===== config.mk =====
export PLATFORM = sky130hd
export DESIGN_NAME = vec_seq
export DESIGN_NICKNAME = d
export VERILOG_FILES = /design/src/rtl/vec_seq.sv
export SDC_FILE = /design/constraint.sdc
export NUM_CORES = 1
export LEC_CHECK = 0
export ABC_CLOCK_PERIOD_IN_PS = 4900
export CAP_MARGIN = 20
export CORE_MARGIN = 10
export CORE_UTILIZATION = 60
export CTS_BUF_LIST = sky130_fd_sc_hd__clkbuf_8
export CTS_CLUSTER_DIAMETER = 80
export DETAILED_ROUTE_END_ITERATION = 8
export HOLD_SLACK_MARGIN = 0.02
export PLACE_DENSITY = 0.79
export RECOVER_POWER = 25
export SLEW_MARGIN = 40
export SYNTH_ARGS = -nofsm -noshare
export SYNTH_HDL_FRONTEND = slang
export SYNTH_SLANG_ARGS = --single-unit

===== constraint.sdc =====
create_clock -name clk -period 4.9 [get_ports clk]
set_input_delay 0.98 -clock clk [delete_from_list [all_inputs] [get_ports clk]]
set_output_delay 0.98 -clock clk [all_outputs]
set_load 0.02 [all_outputs]

===== src/rtl/vec_seq.sv =====
// Stimulus sequencer: replays FIFO-loaded (vector, dwell) pairs onto drv1/drv2/drv3.
// Optional issued-vector counter output vec_cnt is enabled by defining VEC_SEQ_CNT_EN.
module vec_seq #(
    parameter int unsigned DEPTH   = 8,
    parameter int unsigned DWELL_W = 8
) (
    input  logic               clk,
    input  logic               rst,
    input  logic               wr_valid,
    output logic               wr_ready,
    input  logic [2:0]         wr_vec,
    input  logic [DWELL_W-1:0] wr_dwell,
    input  logic               start,
    output logic               busy,
    output logic               done,
    output logic               drv1,
    output logic               drv2,
    output logic               drv3
`ifdef VEC_SEQ_CNT_EN
    ,
    output logic [7:0]         vec_cnt
`endif
);

    localparam int unsigned PTR_W = (DEPTH > 1) ? $clog2(DEPTH) : 1;
    localparam int unsigned CNT_W = PTR_W + 1;

    typedef struct packed {
        logic [2:0]         vec;
        logic [DWELL_W-1:0] dwell;
    } entry_t;

    typedef enum logic [1:0] {
        IDLE = 2'd0,
        RUN  = 2'd1,
        DONE = 2'd2
    } state_t;

    entry_t             mem [DEPTH];
    logic [PTR_W-1:0]   wr_ptr;
    logic [PTR_W-1:0]   rd_ptr;
    logic [CNT_W-1:0]   count;
    logic [DWELL_W-1:0] dwell_cnt;
    state_t             state;

    logic               push_c;
    logic               pop_c;
    logic               empty_c;
    entry_t             head_c;
    logic [CNT_W-1:0]   count_next_c;

    assign push_c  = wr_valid && wr_ready;
    assign empty_c = (count == '0);
    assign head_c  = mem[rd_ptr];

    // Pop on an accepted start, or when the current vector's dwell has expired.
    always_comb begin
        pop_c = 1'b0;
        case (state)
            IDLE:    pop_c = start && !empty_c;
            RUN:     pop_c = (dwell_cnt == '0) && !empty_c;
            default: pop_c = 1'b0;
        endcase
    end

    assign count_next_c = count + CNT_W'(push_c) - CNT_W'(pop_c);

    // Storage needs no reset: the pointers and count define what is valid.
    always_ff @(posedge clk) begin
        if (push_c) begin
            mem[wr_ptr] <= {wr_vec, wr_dwell};
        end
    end

    always_ff @(posedge clk) begin
        if (rst) begin
            wr_ptr   <= '0;
            rd_ptr   <= '0;
            count    <= '0;
            wr_ready <= 1'b1;
        end else begin
            if (push_c) begin
                wr_ptr <= wr_ptr + PTR_W'(1);
            end
            if (pop_c) begin
                rd_ptr <= rd_ptr + PTR_W'(1);
            end
            count    <= count_next_c;
            wr_ready <= (count_next_c != CNT_W'(DEPTH));
        end
    end

    // Playback FSM with registered outputs.
    always_ff @(posedge clk) begin
        if (rst) begin
            state     <= IDLE;
            busy      <= 1'b0;
            done      <= 1'b0;
            drv1      <= 1'b0;
            drv2      <= 1'b0;
            drv3      <= 1'b0;
            dwell_cnt <= '0;
`ifdef VEC_SEQ_CNT_EN
            vec_cnt   <= 8'd0;
`endif
        end else begin
            done <= 1'b0;
            case (state)
                IDLE: begin
                    if (pop_c) begin
                        state              <= RUN;
                        busy               <= 1'b1;
                        {drv1, drv2, drv3} <= head_c.vec;
                        dwell_cnt          <= head_c.dwell;
`ifdef VEC_SEQ_CNT_EN
                        vec_cnt            <= 8'd1;
`endif
                    end
                end
                RUN: begin
                    if (dwell_cnt != '0) begin
                        dwell_cnt <= dwell_cnt - DWELL_W'(1);
                    end else if (pop_c) begin
                        {drv1, drv2, drv3} <= head_c.vec;
                        dwell_cnt          <= head_c.dwell;
`ifdef VEC_SEQ_CNT_EN
                        if (vec_cnt != 8'd255) begin
                            vec_cnt <= vec_cnt + 8'd1;
                        end
`endif
                    end else begin
                        state <= DONE;
                        busy  <= 1'b0;
                        done  <= 1'b1;
                    end
                end
                DONE: begin
                    state <= IDLE;
                end
                default: begin
                    state <= IDLE;
                    busy  <= 1'b0;
                end
            endcase
        end
    end

endmodule


* Word-level counts from Yosys, hierarchy flattened *
Memories as Yosys holds them, arrays and structs flattened. A register that Yosys moved wholly into a read port is not among the register bits.
Index checks and enable logic that the tools add are counted.

cells by class
  mux-type cells = 26
  add/sub/neg operators = 5
  bitwise gates (word level) = 2
  reductions and logical operators = 13
  equal/unequal tests = 6

operators by type and width
  operator                                          number
  two-way mux 8 bit                                 2
  one-hot mux 8 bit (2 select lines)                1
  two-way mux 1 bit                                 12
  zero test 8 bit                                   1
  one-hot mux 1 bit (2 select lines)                4
  nonzero test 8 bit                                1
  subtractor 8 x 1 -> 8 bit, second input constant  1
  adder 3 x 1 -> 3 bit, second input constant       2
  two-way mux 2 bit                                 3
  two-way mux 3 bit                                 2
  inequality test 2 bit, second input constant      3
  adder 4 x 1 -> 4 bit                              1
  zero test 4 bit                                   1
  inequality test 4 bit, second input constant      1
  one-hot mux 2 bit (2 select lines)                1
  AND reduction 4 bit                               1
  subtractor 4 x 1 -> 4 bit                         1
  logical AND 1 bit                                 3
  one-hot mux 1 bit (3 select lines)                1
  AND reduction 3 bit                               1
  OR reduction 3 bit                                1
  == test 2 x 1 -> 1 bit, second input constant     1
  == test 2 bit, second input constant              1
  zero test 2 bit                                   1
  4 further kinds                                   5

word-level totals
  logic and storage cells = 64
  bits of input ports = 15
  bits in registers = 26
  output and inout port bits = 6
  bits in writable memories = 88
  memories = 1

memory list
  name  words  bits a word  rd ports  clocked after Yosys merged registers in  wr ports  line  RTL
  mem   8      11           1         1                                        1         39    entry_t mem [DEPTH];

* Depth between registers and ports, before layout *
  depth in word-level cells = 7
  depth in mapped cells = 15
  depth with buffers taken out = 14

* Worst setup path after synthesis *
No wires, ideal clock.

  kind = input to register
  start = input start
  end = register wr_ready
  setup slack = 1956 ps
  cell stages on the path = 12
  buffers on the path = 1
  library setup time = 130 ps
  arrival = 2814 ps
  data required time = 4770 ps
  cell sequence = nor2_1 a211oi_4 nand2_4 clkinv_4 buf_6 ha_1 inv_1 ha_1 inv_1 fa_1 xor2_1 nand4b_1

on the way
  word-level cells in the longest chain between the ends = 4

RTL lines
  what                                line  RTL
  start: declaration                  13    input logic start,
  logical AND 1 bit                   60    IDLE: pop_c = start && !empty_c;
  one-hot mux 1 bit (2 select lines)  59    case (state)
  subtractor 4 x 1 -> 4 bit           66    assign count_next_c = count + CNT_W'(push_c) - CNT_W'(pop_c);
  inequality test 4 bit               89    wr_ready <= (count_next_c != CNT_W'(DEPTH));
  end signal: assignment              89
  end: declaration                    10    output logic wr_ready,

Every way passes these cells.
A chain may end at the register's enable or synchronous reset.

* Worst setup path in the final report *
Ends and elaborated chain as after synthesis.

==> flow_metrics.py <==
metrics = {
    "run_status": {
        "status": "complete, no violations",
    },
    "cells_and_area": {
        "antenna_cells": 0,
        "nets": 350,
        "area.growth.synth_to_final_pct": 15.3,
        "drive_above_1_share_pct": 23.1,
    },
    "synth": {
        "synthArstFlopShare_pct": 0,
        "postSynthAreaPerCell_um2": 16.5,
        "syn_nets": 311,
        "ys_ff_latch": 117,
        "syn_inst": 286,
        "syn_area_um2": 4720,
        "ys_types": 49,
        "synth_largest_area_cell": "edfxtp_1",
        "synth.top_cell.area_share_pct": 56.0,
        "yosys_warnings": 0,
        "synth_area_leaders": "edfxtp_1 56%, dfxtp_1 12%, mux4_2 10%, ha_1 2.4%, nor2_1 2.0%",
        "synth-edff-count": 88,
        "yosysSeqAreaShare_pct": 68.3,
        "yosys_most_used_dff": "edfxtp_1",
    },
    "worst_setup_path": {
        "worst_setup_path_start_kind": "input pin",
        "path_class": "input pin to flip-flop",
        "worst_setup_path_end_kind": "flip-flop",
        "cp.required_ns": 5.19,
        "worstPathArrival_ns": 3.51,
        "cp_max_fo": 12,
    },
    "pwr": {
        "peakVddDrop_mv": 0.328,
        "power-per-cell-area_nw_per_um2": 553,
        "p_total_uw": 3010,
        "leakage_uw": 0.00179,
    },
    "timing": {
        "worst_pin_slew_ns": 0.698,
        "period_needed_ns": 3.22,
        "setup_viol": 0,
        "fin_ws_ns": 1.68,
        "hold_violations": 0,
        "skew_ns": 0.00964,
        "max_freq_ghz": 0.311,
        "rsz0062_at_grt": "false",
        "period_share_pct": 65.7,
        "slew_viol_final": 0,
        "setup-tns-final_ns": 0,
        "max_slew_margin_pct": 53.3,
    },
    "drt": {
        "num_vias": 2578,
        "drt_iter0_drc": 122,
        "vias_per_cell": 5.86,
        "routed_wl_um": 8670,
        "dr.pass1.iters": 4,
        "wl_per_cell_um": 19.7,
        "drc": 0,
        "ant_nets": 0,
    },
    "clock_network": {
        "cts_setup_buffers": 0,
        "clk_pin_slew_ns": 0.07,
        "worstSkewPairLatency_ns": 0.42,
        "post_cts_resize_count": 0,
        "cts_tree": "done",
        "cts-root-buf": "clkbuf_8",
        "clock_sinks": 117,
        "cts.path.max_buffers": 2,
        "cts_hold_buf": 0,
        "numCtsBuffers": 17,
        "htreeDepth": 4,
    },
    "flow_run": {
        "cap_violations": 0,
    },
    "grt": {
        "antenna_found_initial": 0,
        "grt_usage_pct": 16.3,
        "grt-ovfl-total": 0,
        "grt_pass1_wl_um": 14300,
        "grt_max_degree": 26,
        "grt_pass1_vias": 2670,
    },
    "floorplan": {
        "core_um2": 7690,
        "io_pins": 21,
        "rows": 32,
        "die_area_um2": 11800,
        "dieHeight_um": 109,
        "start_util_pct": 61.4,
        "die_w_um": 109,
    },
    "place": {
        "dp_hpwl_um": 5530,
        "gp_congestion": 0.799,
        "dp_slack_ns": 1.26,
        "portBuffers": 20,
    },
    "worst_hold_path": {
        "holdCritPathClass": "flip-flop to flip-flop",
    },
}
-- sequential cells by signal (all words and copies together) (netlist names), named ones only --
| register | count |
|---|---|
| busy | 1 |
| count | 4 |
| done | 1 |
| drv1 | 1 |
| drv2 | 1 |
| drv3 | 1 |
| dwell_cnt | 8 |
| mem | 88 |
| rd_ptr | 3 |
| state | 2 |
| wr_ptr | 3 |
| wr_ready | 1 |
-- per-layer routing --
| metal | vias up | global-route usage [%] | wire, um |
|---|---|---|---|
| met5 | - | 0 | 0 |
| met4 | 0 | 6.97 | 68 |
| met3 | 4 | 5.25 | 548 |
| met2 | 75 | 25.2 | 4420 |
| met1 | 1297 | 20.8 | 3630 |
| li1 | 1202 | - | - |
-- final timing paths --
check | start | end | slack (ns) | cells after the start
worst max-delay path | start | wr_ready | 1.68 | 12
worst min-delay path | rd_ptr[1] | rd_ptr[1] | 0.49 | 2
worst max register to register | dwell_cnt[0] | wr_ready | 1.81 | 13
worst min register to register | rd_ptr[1] | rd_ptr[1] | 0.49 | 2
-- cell usage after synthesis (all sizes together), types with 2 or more instances --
cell type,n
nor3,8
nand3,5
mux2,2
inv,8
nand2b,4
dfxtp,29
nor2,25
or4,2
mux2i,8
a211oi,8
ha,9
nor4,5
edfxtp,88
a21oi,9
xnor2,3
nor2b,3
xor2,4
o21ai,4
mux4,22
buf,7
nand2,12
clkbuf,3
-- cell families after synthesis --
family          after synthesis  synth area share (%)
simple gates                 69                  7.29
mux                          32                  12.7
xor+xnor                      7                  1.30
flops                       117                  68.3
buf+inv                      19                  2.04
fa+ha+maj                    10                  2.81
compound gates               32                  5.62
-- layout by cell type, fill, tap and decap left out, types with 4 or more instances in the layout --
cell,count
edfxtp_1,88
nand2b_1,4
nor3_1,7
nor2_1,25
clkdlybuf4s50_1,13
a21oi_1,9
xor2_1,4
a211oi_1,4
mux2i_1,8
buf_4,10
ha_1,9
nor4_1,4
clkinv_4,4
dfxtp_1,27
nand3_1,5
inv_1,9
inv_6,6
clkbuf_8,17
mux4_2,22
dlygate4sd3_1,7
nand2_1,11
-- worst max-delay path, cell delays in order --
cell             delay, ns
clkdlybuf4s50_1       0.46
nor2_1                0.07
a211oi_4              0.44
nand2_4               0.17
clkinv_4              0.15
ha_1                  0.24
inv_1                 0.05
ha_1                  0.16
inv_1                 0.06
fa_1                  0.39
xor2_1                0.21
nand4b_1              0.11
-- report_power, final --
part,internal (uW),switching [uW],total [uW]
registers,1210,118,1330
clock network,361,409,770
logic,416,492,908
total,1990,1020,3010
-- cell type report --
cell class / count / area, um^2
repair buffers: 30 / 275
flip-flops and latches: 117 / 3230
clock inverters: 15 / 121
clock buffers: 17 / 234
multi-input cells: 150 / 1420
well taps: 102 / 128
inverters: 9 / 38.8
fillers: 502 / 2250
-- stage by stage --
step	area, um^2	util (%)	hold WS [ns]	cells
3_3_place_gp	5080	66.0	0.468	408
3_5_place_dp	5090	66.2	0.483	408
2_1_floorplan	4720	-	0.454	286
6_report	5440	70.8	0.493	440
5_1_grt	5440	70.8	0.536	440
4_1_cts	5440	70.8	0.493	440
Note: power is estimated with default switching activity, not from simulation.
